==> src/rtl/qspi_cmd_arbiter.sv <==
`timescale 1ns/1ps
`default_nettype none
// ============================================================================
//  Module   : qspi_cmd_arbiter
//  Purpose  : Two-requester command arbiter/sequencer for the QSPI controller.
//             Arbitrates m0 (CSR) and m1 (XIP), issues a one-cycle start,
//             waits for completion and inserts a guard gap after QPI
//             enter/exit instructions.
//  Options  : QSPI_ARB_RR_EN - round-robin tie-break (default: m0 priority)
//  Revision : 1.0 - initial release
// ============================================================================
module qspi_cmd_arbiter #(
    parameter int         ADDR_W     = 24,
    parameter int         LEN_W      = 8,
    parameter logic [7:0] QPIEN_CODE = 8'h35,
    parameter logic [7:0] QPIDI_CODE = 8'hF5,
    parameter int         GUARD_CYC  = 4
) (
    input  logic              clock,
    input  logic              rst,
    input  logic              m0_valid,
    output logic              m0_ready,
    input  logic [7:0]        m0_inst,
    input  logic [ADDR_W-1:0] m0_addr,
    input  logic [LEN_W-1:0]  m0_len,
    output logic              m0_done,
    input  logic              m1_valid,
    output logic              m1_ready,
    input  logic [7:0]        m1_inst,
    input  logic [ADDR_W-1:0] m1_addr,
    input  logic [LEN_W-1:0]  m1_len,
    output logic              m1_done,
    output logic              io_start_signal,
    output logic [7:0]        io_inst,
    output logic [ADDR_W-1:0] io_addr,
    output logic [LEN_W-1:0]  io_len,
    input  logic              io_next_req,
    output logic              grant_id,
    output logic              busy
);

    localparam int c_CNT_W = (GUARD_CYC > 1) ? $clog2(GUARD_CYC) : 1;
    localparam logic [c_CNT_W-1:0] c_GUARD_LOAD = c_CNT_W'(GUARD_CYC - 1);

    localparam logic [1:0] c_IDLE  = 2'd0;
    localparam logic [1:0] c_ISSUE = 2'd1;
    localparam logic [1:0] c_WAIT  = 2'd2;
    localparam logic [1:0] c_GUARD = 2'd3;

    logic [1:0]         r_state;
    logic [1:0]         w_next_state;
    logic [c_CNT_W-1:0] r_guard_cnt;
    logic               r_mode_sw;
    logic               r_start;
    logic [7:0]         r_inst;
    logic [ADDR_W-1:0]  r_addr;
    logic [LEN_W-1:0]   r_len;
    logic               r_grant;
    logic               r_busy;
    logic               r_m0_done;
    logic               r_m1_done;
    logic               w_m0_win;
    logic               w_m1_win;
    logic               w_accept;
    logic               w_done_now;
    logic [7:0]         w_sel_inst;

`ifdef QSPI_ARB_RR_EN
    logic               r_last_grant;
`endif

    // Arbitration: pick the winner among the asserted valids
    always_comb begin
        w_m0_win = 1'b0;
        w_m1_win = 1'b0;
`ifdef QSPI_ARB_RR_EN
        if (m0_valid && m1_valid) begin
            w_m0_win = r_last_grant;
            w_m1_win = ~r_last_grant;
        end else begin
            w_m0_win = m0_valid;
            w_m1_win = m1_valid;
        end
`else
        w_m0_win = m0_valid;
        w_m1_win = m1_valid & ~m0_valid;
`endif
    end

    // Output decode: readies are the only combinational outputs
    always_comb begin
        m0_ready   = (r_state == c_IDLE) && !rst && w_m0_win;
        m1_ready   = (r_state == c_IDLE) && !rst && w_m1_win;
        w_accept   = (m0_valid && m0_ready) || (m1_valid && m1_ready);
        w_sel_inst = m1_ready ? m1_inst : m0_inst;
        w_done_now = (r_state == c_WAIT) && io_next_req;
    end

    // Next-state logic for the command sequencer
    always_comb begin
        w_next_state = r_state;
        case (r_state)
            c_IDLE:  if (w_accept) w_next_state = c_ISSUE;
            c_ISSUE: w_next_state = c_WAIT;
            c_WAIT:  if (io_next_req) w_next_state = r_mode_sw ? c_GUARD : c_IDLE;
            c_GUARD: if (r_guard_cnt == '0) w_next_state = c_IDLE;
            default: w_next_state = c_IDLE;
        endcase
    end

    // State register
    always_ff @(posedge clock) begin
        if (rst) r_state <= c_IDLE;
        else     r_state <= w_next_state;
    end

    // Registered outputs, command latch, guard counter and done pulses
    always_ff @(posedge clock) begin
        if (rst) begin
            r_start     <= 1'b0;
            r_inst      <= '0;
            r_addr      <= '0;
            r_len       <= '0;
            r_grant     <= 1'b0;
            r_busy      <= 1'b0;
            r_mode_sw   <= 1'b0;
            r_guard_cnt <= '0;
            r_m0_done   <= 1'b0;
            r_m1_done   <= 1'b0;
`ifdef QSPI_ARB_RR_EN
            r_last_grant <= 1'b1;
`endif
        end else begin
            r_start   <= (w_next_state == c_ISSUE);
            r_busy    <= (w_next_state != c_IDLE);
            r_m0_done <= w_done_now && !r_grant;
            r_m1_done <= w_done_now &&  r_grant;
            if (w_accept) begin
                r_inst    <= w_sel_inst;
                r_addr    <= m1_ready ? m1_addr : m0_addr;
                r_len     <= m1_ready ? m1_len  : m0_len;
                r_grant   <= m1_ready;
                r_mode_sw <= (w_sel_inst == QPIEN_CODE) || (w_sel_inst == QPIDI_CODE);
`ifdef QSPI_ARB_RR_EN
                r_last_grant <= m1_ready;
`endif
            end
            if (w_done_now) begin
                r_guard_cnt <= c_GUARD_LOAD;
            end else if ((r_state == c_GUARD) && (r_guard_cnt != '0)) begin
                r_guard_cnt <= r_guard_cnt - 1'b1;
            end
        end
    end

    assign io_start_signal = r_start;
    assign io_inst         = r_inst;
    assign io_addr         = r_addr;
    assign io_len          = r_len;
    assign grant_id        = r_grant;
    assign busy            = r_busy;
    assign m0_done         = r_m0_done;
    assign m1_done         = r_m1_done;

endmodule
`default_nettype wire

==> config.mk <==
export PLATFORM = sky130hd
export DESIGN_NAME = qspi_cmd_arbiter
export DESIGN_NICKNAME = d
export VERILOG_FILES = /design/src/rtl/qspi_cmd_arbiter.sv
export SDC_FILE = /design/constraint.sdc
export NUM_CORES = 1
export LEC_CHECK = 0
export CAP_MARGIN = 30
export CORE_MARGIN = 1
export CORE_UTILIZATION = 31
export CTS_CLUSTER_SIZE = 10
export DETAILED_ROUTE_END_ITERATION = 10
export PLACE_DENSITY = 0.67
export SYNTH_ARGS = -nofsm -noshare
export SYNTH_HDL_FRONTEND = slang
export SYNTH_SLANG_ARGS = --single-unit
==> constraint.sdc <==
create_clock -name clock -period 4.7 [get_ports clock]
set_clock_uncertainty 0.05 [all_clocks]
set_input_delay 0.94 -clock clock [delete_from_list [all_inputs] [get_ports clock]]
set_output_delay 0.94 -clock clock [all_outputs]
set_load 0.005 [all_outputs]
Yosys cells after proc, flatten, opt, wreduce, memory -nomap -nowiden
Cells that the tools add are included.

cells by class
  add/subtract/negate cells = 1
  equal/unequal tests = 6
  reduce and logical (&&, ||, !) cells = 18
  mux-type cells = 10
  bitwise operators = 2

operators by type and width
  kind                                               count
  two-way mux 24 bit                                 1
  two-way mux 8 bit                                  2
  two-way mux 2 bit                                  6
  logical AND 1 bit                                  9
  == test 8 x 6 -> 1 bit (second input constant)     1
  == test 8 bit (second input constant)              1
  case mux 2 bit (4 select lines)                    1
  nonzero test 2 bit                                 3
  == test 2 x 1 -> 1 bit (second input constant)     2
  == test 2 bit (second input constant)              2
  logical NOT 2 bit                                  2
  logical NOT 1 bit                                  2
  logical OR 1 bit                                   2
  subtractor 2 x 1 -> 2 bit (second input constant)  1
  AND 1 bit                                          1
  inverter 1 bit                                     1

storage, ports and cells
  input bits = 85
  word-level logic and storage cells = 48
  output and inout port bits = 47
  register bits = 50

Depth between registers and ports, before layout
Gate-level depths: netlist of the first run.

  word-level depth = 8
  gate-level depth with buffers = 6
  depth with buffers taken out = 6

Worst setup path after synthesis of the first run
OpenSTA, ideal clock, no wires.

  kind = input-to-output
  start point = in rst
  end point = out m0_ready
  setup slack = 2039 ps
  stages = 3
  arrival = 1671 ps
  cell sequence = or3_4 -> clkbuf_1 -> nor2_1

between the ends
  longest elaborated chain between the ends = 3

ends and longest elaborated chain
  element                         RTL line  RTL
  start: declaration              20        input logic rst,
  logical NOT 1 bit               92        m0_ready = (r_state == c_IDLE) && !rst && w_m0_win;
  logical AND 1 bit (2 in a row)  92
  end: declaration                22        output logic m0_ready,

Every way passes these cells.

Worst setup path after layout of the first run
  start point = in m0_valid
  end point = out m0_ready

between the ends
  longest elaborated chain between the ends = 1

ends and longest elaborated chain
  element             RTL line  RTL
  start: declaration  21        input logic m0_valid,
  logical AND 1 bit   92

Every way passes these cells.

==> flow_summary_export.csv, run 1 <==
group,metric,value,unit
yosys,ys_seq_elements,50,
global_route,antenna_found_initial,0,
min_path,min_path_type,"flop to flop",
cts,insertion_delay,0.29,ns
yosys,synth_edf_count,0,
timing,worst_pin_slew,0.9669,ns
cts,cts_tree,"built",
yosys,synth_top_area_frac,0.4322,
routing,wl_per_cell,14.33,um
flow_run,drv_cap,0,
cells_and_area,drive_gt1_frac,0.1288,
cts,postCtsResizedCells,0,
cts,cts_sinks,50,
yosys,syn_inst,247,
yosys,synth_warnings,0,
power,pwr-share-clk,0.270,
global_route,grt_pass1_wl,10120,um
global_route,grt_usage,0.1675,
cells_and_area,nets,450,
yosys,synth_nets,333,
routing,drt_iter0_markers,76,
power,peakVddDrop,0.1691,mV
worst_setup_path,required,3.71,ns
timing,hold_viol_final,0,
floorplan,initial_core_util,0.3193,
timing,post-route-period-util,0.8129,
worst_setup_path,critPathArrivalTime,2.83,ns
worst_setup_path,reg2reg_slack,2.52,ns
power,power_density,292.4,nW/um2
cts,cts_setup_buffers,0,
yosys,ys_top_cells_by_count,"nor2_1 (51), dfxtp_1 (50), o22ai_1 (40)",
floorplan,die_h,88.44,um
routing,dr.pass1.iters,4,
cts,ctsLongestPathBuffers,2,
cells_and_area,antenna_cells,0,
worst_setup_path,start_kind,"input pin",
status,status,"finished, final reports clean",
floorplan,dieArea,7821,um2
placement,place_area,3652,um2
power,power.share.switching,0.2654,
yosys,syn_area,2316,um2
cells_and_area,n_fill_cell,677,
placement,finalWeightedCongestion,0.8154,
timing,rsz0062_at_grt,"no",
yosys,synthTopCellsByArea,"dfxtp_1 (43%), a211oi_2 (17%), o22ai_1 (11%), nor2_1 (8.3%), a2bb2oi_1 (3.0%)",
cells_and_area,area_growth,62.45,%
routing,ant_nets,0,
routing,routed_wl,6647,um
worst_setup_path,crit_type,"input pin to primary output",
floorplan,core.rowCount,31,
yosys,syn_area_per_cell,9.376,um2
global_route,grt_max_degree,43,
yosys,yosysTopAreaCell,"dfxtp_1",
timing,fin_crit,3.821,ns
yosys,yosysUniqueCellTypes,36,
timing,setup_viol,0,
placement,io_buffers,131,
placement,dp_slack,0.8744,ns
power,intPower,0.8082,mW
cells_and_area,fin_util,0.5187,
floorplan,coreArea,7253,um2
cts,cts.hold.buffers_added,0,
routing,viasPerCell,5.006,
routing,vias,2323,
timing,finalWorstSetupSlack,0.8794,ns
global_route,grt_overflow,0,
timing,slew_violations,0,
worst_setup_path,crit_fanout,23,
timing,max_slew_margin,0.3538,
floorplan,io_pins,132,
timing,tns,0,ns
power,pwr-share-comb,0.287,
power,p_leak,1.317,nW
cts,root_buffer,"clkbuf_8",
yosys,async_flop_share,0,
cts,htreeDepth,2,
floorplan,die_w,88.44,um
yosys,ys_seq_area_frac,0.4322,
global_route,grt_pass1_vias,2192,
placement,dp_hpwl,4761,um
worst_setup_path,end_kind,"primary output",
cts,clk_pin_slew_worst_paths,0.09,ns
routing,drc,0,
cells_and_area,fin_area,3762,um2
yosys,synth_flop_cell,"dfxtp_1",
timing,hold-worst-slack,0.4514,ns
cts,cts_buffers,5,
power,p_sw,0.2919,mW
timing,fmax,261.7,MHz
power,p_seq_frac,0.442,
yosys,yosysMostFrequentCell,"nor2_1",
==> cell type report <==
type                            count  area, um2  area share
Clock buffer                        6      72.57     0.01929
Clock inverter                      2      37.54    0.009977
Inverter                            6      22.52    0.005986
Multi-Input combinational cell    166       1169      0.3106
Sequential cell                    50       1001      0.2660
Tap cell                           99      123.9     0.03292
Timing Repair Buffer              135       1336      0.3552
==> critical path, cell delays in order <==
cell and delay, ns:
clkdlybuf4s50_1 0.66, inv_2 0.25, buf_4 0.29, nor2_1 0.16, clkdlybuf4s50_1 0.52
==> metal layers <==
| layer | vias up | wire, um | GRT usage |
|---|---|---|---|
| met5 | - | 0 | 0 |
| met4 | 0 | 55 | 0.04252 |
| met3 | 4 | 406 | 0.05131 |
| met2 | 74 | 3409 | 0.3007 |
| met1 | 1091 | 2775 | 0.1933 |
| li1 | 1154 | - | - |
==> final timing paths <==
path,start,to,cells after the start
max reg2reg,r_state[0]$_SDFF_PP0_,io_addr[3]$_SDFFE_PP0P_,4
max,m0_valid,m0_ready,5
min,grant_id$_SDFFE_PP0P_,grant_id$_SDFFE_PP0P_,2
min reg2reg,grant_id$_SDFFE_PP0P_,grant_id$_SDFFE_PP0P_,2
==> logic make-up after synthesis <==
family,count (synthesis),share of synthesized area
adder cells (fa/ha/maj),1,0.005402
XOR/XNOR,2,0.007565
buffers and inverters,31,0.06591
AO/OA/AOI/OAI,91,0.3425
flip-flops,50,0.4322
AND/OR/NAND/NOR,70,0.1378
multiplexers,2,0.008644
==> cell usage in the layout, fill, tap and decap left out, types with 2 or more instances in the layout <==
| master | n |
|---|---|
| clkdlybuf4s50_1 | 130 |
| nor2_1 | 51 |
| dfxtp_1 | 50 |
| o22ai_1 | 40 |
| a211oi_2 | 31 |
| a2bb2oi_1 | 8 |
| inv_1 | 5 |
| nand2_1 | 5 |
| clkbuf_8 | 5 |
| buf_4 | 4 |
| o21ai_0 | 3 |
| nand3_1 | 2 |
| nand2b_1 | 2 |
| mux2i_1 | 2 |
| a221oi_1 | 2 |
==> sequential cells by signal (all words and copies together) (netlist names) <==
signal and flops:
r_guard_cnt 2, grant_id 1, r_mode_sw 1, m1_done 1, busy 1, io_addr 24
io_inst 8, io_start_signal 1, io_len 8, r_state 2, m0_done 1
==> metrics by stage <==
stage	power, mW	cells
final	1.100	464
after global routing	1.164	464
after CTS	1.117	464
after detailed placement	0.8152	456
after global placement	0.8112	456
after floorplan	0.6454	247
==> power groups by stage <==
| stage | clock (mW) | combinational (mW) | sequential, mW |
|---|---|---|---|
| 2_1_floorplan | 0 | 0.150 | 0.495 |
| 3_3_place_gp | 0 | 0.316 | 0.496 |
| 3_5_place_dp | 0 | 0.319 | 0.497 |
| 4_1_cts | 0.309 | 0.320 | 0.487 |
| 5_1_grt | 0.328 | 0.344 | 0.492 |
| 6_report | 0.297 | 0.316 | 0.487 |
(Power assumes the default switching activity.)
==> run 2: changes to the inputs <==
--- a/config.mk
+++ b/config.mk
@@ -10,7 +10,7 @@
 export CORE_UTILIZATION = 31
 export CTS_CLUSTER_SIZE = 10
 export DETAILED_ROUTE_END_ITERATION = 10
-export PLACE_DENSITY = 0.67
+export PLACE_DENSITY = 0.7
 export SYNTH_ARGS = -nofsm -noshare
 export SYNTH_HDL_FRONTEND = slang
 export SYNTH_SLANG_ARGS = --single-unit
==> constraint.sdc (replaced) <==
create_clock -name clock -period 3.1 [get_ports clock]
set_clock_uncertainty 0.05 [all_clocks]
set_input_delay 0.62 -clock clock [delete_from_list [all_inputs] [get_ports clock]]
set_output_delay 0.62 -clock clock [all_outputs]
set_load 0.005 [all_outputs]
==> flow_summary_export.csv, run 2 (synthesis results as in run 1) <==
group,metric,value,unit
status,status,"finished, final reports clean",
timing,setup_viol,0,
placement,dp_hpwl,5026,um
placement,finalWeightedCongestion,0.8440,
cts,cts_setup_buffers,0,
routing,dr.pass1.iters,4,
global_route,grt.busiest_layer,"met2",
cells_and_area,drive_gt1_frac,0.1456,
routing,drc,0,
worst_setup_path,crit_chain,"buf_2 > or3_4 > nor2_1 > clkdlybuf4s50_1",
power,p_leak,1.342,nW
timing,worst_pin_slew,0.6594,ns
routing,ant_nets,0,
worst_setup_path,start_kind,"input pin",
cts,cts_tree,"built",
worst_setup_path,required,2.43,ns
cts,insertion_delay,0.30,ns
floorplan,core.rowCount,31,
cts,cts_sinks,50,
cts,ctsLongestPathBuffers,2,
floorplan,initial_core_util,0.3193,
timing,max_slew_margin,0.5604,
power,intPower,1.170,mW
floorplan,dieArea,7821,um2
worst_setup_path,max_stage_delay,0.53,ns
global_route,grt_pass1_wl,10780,um
power,pwr-share-comb,0.301,
timing,hold_viol_final,0,
timing,fmax,388.6,MHz
routing,wl_per_cell,14.40,um
cells_and_area,largest_reg_flops,24,
cts,postCtsResizedCells,0,
cells_and_area,antenna_cells,0,
floorplan,coreArea,7253,um2
power,power_density,428.1,nW/um2
worst_setup_path,setup.worst_path.start,"rst",
worst_setup_path,crit_fanout,11,
timing,tns,0,ns
routing,routed_wl,6769,um
min_path,min_path_type,"flop to flop",
cells_and_area,final_common_cell,"clkdlybuf4s50_1",
cells_and_area,final_cell_mix,"clkdlybuf4s50_1 (130), nor2_1 (51), dfxtp_1 (50)",
timing,rsz0062_at_grt,"no",
cells_and_area,nets,456,
flow_run,drv_cap,0,
power,peakVddDrop,0.2142,mV
cts,root_buffer,"clkbuf_8",
global_route,grt_max_degree,46,
floorplan,die_w,88.44,um
worst_setup_path,crit_type,"input pin to primary output",
global_route,grt_pass1_vias,2363,
cts,cts.hold.buffers_added,0,
power,p_seq_frac,0.455,
worst_setup_path,cpMaxStageDelayCell,"clkdlybuf4s50_1",
floorplan,io_pins,132,
cts,cts_buffers,5,
cells_and_area,n_fill_cell,692,
global_route,grtUsageMet3,0.04851,
cells_and_area,area_growth,63.75,%
routing,drt_iter0_markers,71,
timing,slew_violations,0,
cts,htreeDepth,2,
routing,vias,2321,
power,pwr-share-clk,0.244,
worst_setup_path,reg2reg_from,"r_state[0]$_SDFF_PP0_",
worst_setup_path,end_kind,"primary output",
power,power.share.switching,0.2792,
timing,hold-worst-slack,0.4523,ns
global_route,grt_overflow,0,
routing,viasPerCell,4.938,
global_route,grt_util_met2,0.3196,
min_path,hp-start,"grant_id$_SDFFE_PP0P_",
global_route,antenna_found_initial,0,
power,p_sw,0.4533,mW
timing,fin_crit,2.573,ns
worst_setup_path,critPathArrivalTime,1.90,ns
global_route,met1_usage,0.1983,
global_route,grt_usage,0.1767,
floorplan,die_h,88.44,um
cts,clk_pin_slew_worst_paths,0.09,ns
placement,io_buffers,131,
timing,post-route-period-util,0.8301,
run 2: metal layers:
metal / share of wire / vias up / wire length [um]
li1: - / 1159 / -
met1: 0.40 / 1083 / 2741
met2: 0.52 / 66 / 3506
met3: 0.058 / 13 / 392
met4: 0.019 / 0 / 129
met5: 0 / - / 0
run 2: per-stage QoR:
step / setup WS, ns / instances / util / total power [mW] / area (um2)
floorplan: 1.079 / 247 / - / 0.9784 / 2316
global placement: 0.5338 / 462 / 0.5097 / 1.235 / 3697
detailed placement: 0.5287 / 462 / 0.5097 / 1.244 / 3697
CTS: 0.5215 / 470 / 0.5229 / 1.646 / 3792
global route: 0.4341 / 470 / 0.5229 / 1.712 / 3792
finish: 0.5267 / 470 / 0.5229 / 1.623 / 3792
run 2: worst paths after layout:
| check | depth (start not counted) | endpoint | slack [ns] |
|---|---|---|---|
| worst min register to register | 2 | grant_id$_SDFFE_PP0P_ | 0.45 |
| worst max-delay path | 4 | m0_ready | 0.53 |
| worst min-delay path | 2 | grant_id$_SDFFE_PP0P_ | 0.45 |
| worst max register to register | 5 | io_addr[7]$_SDFFE_PP0P_ | 1.36 |
run 2: worst max-delay path: cells and delay by family:
kind,cells,cell delay [ns]
buffers and inverters,2,0.66
AND/OR/NAND/NOR,2,0.62
run 2: area by class of cell:
type / instances / area (um2) / area share
Clock inverter: 2 / 12.51 / 0.003299
Sequential cell: 50 / 1001 / 0.2639
Multi-Input combinational cell: 166 / 1169 / 0.3081
Clock buffer: 6 / 82.58 / 0.02177
Tap cell: 99 / 123.9 / 0.03266
Timing Repair Buffer: 141 / 1381 / 0.3642
Inverter: 6 / 22.52 / 0.005939
run 2: power by group through the flow:
stage / sequential, mW / combinational, mW / clock, mW
6_report: 0.738 / 0.489 / 0.397
5_1_grt: 0.746 / 0.528 / 0.438
4_1_cts: 0.739 / 0.493 / 0.414
3_5_place_dp: 0.752 / 0.491 / 0
3_3_place_gp: 0.751 / 0.484 / 0
2_1_floorplan: 0.750 / 0.228 / 0
==> run 3: changes to the inputs <==
==> constraint.sdc (replaced) <==
create_clock -name clock -period 2.1 [get_ports clock]
set_clock_uncertainty 0.05 [all_clocks]
set_input_delay 0.42 -clock clock [delete_from_list [all_inputs] [get_ports clock]]
set_output_delay 0.42 -clock clock [all_outputs]
set_load 0.005 [all_outputs]
==> flow_summary_export.csv, run 3 (synthesis results as in run 1) <==
group,metric,value,unit
status,status,"finished, final reports clean",
cells_and_area,multi_input_area,1171,um2
floorplan,die_w,88.44,um
floorplan,coreArea,7253,um2
placement,dp_hpwl,5111,um
timing,tns,0,ns
cells_and_area,final_cell_mix,"clkdlybuf4s50_1 (127), nor2_1 (50), dfxtp_1 (50)",
timing,hold-worst-slack,0.4377,ns
routing,wl_per_cell,14.15,um
cells_and_area,antenna_cells,0,
routing,met3_length,357,um
cells_and_area,nets,461,
worst_setup_path,required,1.63,ns
routing,drc,0,
timing,setup_viol,0,
timing,max_slew_margin,0.5546,
cts,root_buffer,"clkbuf_8",
routing,top_layer,"met4",
global_route,grt_max_degree,46,
cts,cts_buffers,5,
flow_run,drv_cap,0,
cells_and_area,seqCellArea,1001,um2
cts,ctsLongestPathBuffers,2,
worst_setup_path,crit_chain,"or3_4 > nor2_2 > dlymetal6s2s_1",
cts,clk_pin_slew_worst_paths,0.08,ns
cells_and_area,final_common_cell,"clkdlybuf4s50_1",
routing,dr.pass1.iters,4,
worst_setup_path,cpMaxStageDelayCell,"or3_4",
cts,cts_sinks,50,
timing,rsz0062_at_grt,"no",
routing,met1_length,2798,um
floorplan,io_pins,132,
routing,routed_wl,6722,um
timing,worst_pin_slew,0.6682,ns
power,intPower,1.832,mW
routing,drt_iter0_markers,83,
placement,io_buffers,131,
timing,slew_violations,0,
global_route,grt_usage,0.1784,
timing,fin_crit,1.694,ns
timing,hold_viol_final,0,
worst_setup_path,crit_family,"simple AND/OR/NAND/NOR gates",
global_route,grt_overflow,0,
cells_and_area,largest_reg_flops,24,
cts,cts.hold.buffers_added,0,
cts,cts_tree,"built",
cells_and_area,n_fill_cell,720,
global_route,antenna_found_initial,0,
floorplan,core.rowCount,31,
worst_setup_path,crit_type,"flop to primary output",
routing,viasPerCell,4.901,
cts,htreeDepth,2,
power,pwr-share-clk,0.266,
floorplan,die_h,88.44,um
timing,post-route-period-util,0.8066,
routing,vias,2328,
placement,finalWeightedCongestion,0.7719,
floorplan,initial_core_util,0.3193,
worst_setup_path,end_kind,"primary output",
power,power.share.switching,0.2632,
power,p_leak,1.409,nW
worst_setup_path,critPathArrivalTime,1.22,ns
floorplan,dieArea,7821,um2
routing,ant_nets,0,
worst_setup_path,path_buf_inv,1,
cts,insertion_delay,0.29,ns
worst_setup_path,crit_fanout,2,
global_route,grt_pass1_wl,10810,um
power,pwr-share-comb,0.299,
cells_and_area,area_growth,66.67,%
cells_and_area,drive_gt1_frac,0.1543,
cts,cts_setup_buffers,0,
cells_and_area,fin_util,0.5322,
power,p_seq_frac,0.435,
timing,fmax,590.4,MHz
power,p_sw,0.6542,mW
routing,met2_wirelength,3516,um
power,peakVddDrop,0.2677,mV
worst_setup_path,start_kind,"flop",
power,power_density,644.0,nW/um2
worst_setup_path,max_stage_delay,0.37,ns
min_path,min_path_type,"flop to flop",
global_route,grt_pass1_vias,2284,
==> run 3: final cells by class <==
class | instances | share of cell area
sequential | 50 | 0.2593
timing repair buffer | 146 | 0.3718
multi-input combinational | 166 | 0.3034
tap | 99 | 0.03209
clock buffer | 7 | 0.01977
clock inverter | 1 | 0.007780
inverter | 6 | 0.005835
==> run 3: metal layers <==
metal / GRT usage / up-vias
met5: 0 / -
met1: 0.2143 / 1099
met3: 0.04291 / 5
met4: 0.03959 / 0
li1: - / 1166
met2: 0.3217 / 58
==> run 3: worst reg2reg max path: cells and delay by family, from the launching register on <==
family	cells	cell delay, ns
AO/OA/AOI/OAI	1	0.19
AND/OR/NAND/NOR	3	0.61
flip-flops	1	0.32
buffers and inverters	2	0.43
==> run 3: repair_timing <==
| item | 4_1_cts | 5_1_grt |
|---|---|---|
| setup endpoints to repair | 2 | 2 |
| gates resized for setup | 2 | 2 |
| pin swaps | 1 | 0 |
==> run 3: final timing paths <==
| path | start | end | slack, ns | depth (start not counted) |
|---|---|---|---|---|
| setup reg to reg | r_state[0]$_SDFF_PP0_ | io_addr[18]$_SDFFE_PP0P_ | 0.41 | 6 |
| setup / recovery | r_state[0]$_SDFF_PP0_ | m0_ready | 0.41 | 3 |
| hold / removal | grant_id$_SDFFE_PP0P_ | grant_id$_SDFFE_PP0P_ | 0.44 | 2 |
| hold reg to reg | grant_id$_SDFFE_PP0P_ | grant_id$_SDFFE_PP0P_ | 0.44 | 2 |
==> run 3: power by group through the flow <==
stage               clock network (mW)  logic (mW)  registers (mW)
finish                           0.661       0.744            1.08
global route                     0.719       0.807            1.09
CTS                              0.685       0.755            1.08
detailed placement                   0       0.752            1.10
global placement                     0       0.736            1.10
floorplan                            0       0.336            1.11
==> run 3: per-stage QoR <==
step	instance area, um2	instances	setup WS [ns]	power (mW)
after floorplan	2316	247	0.4792	1.444
after global placement	3747	467	-0.04431	1.836
after detailed placement	3747	467	-0.05432	1.855
after CTS	3855	475	0.004584	2.522
after global routing	3860	475	0.3124	2.619
final	3860	475	0.4062	2.486
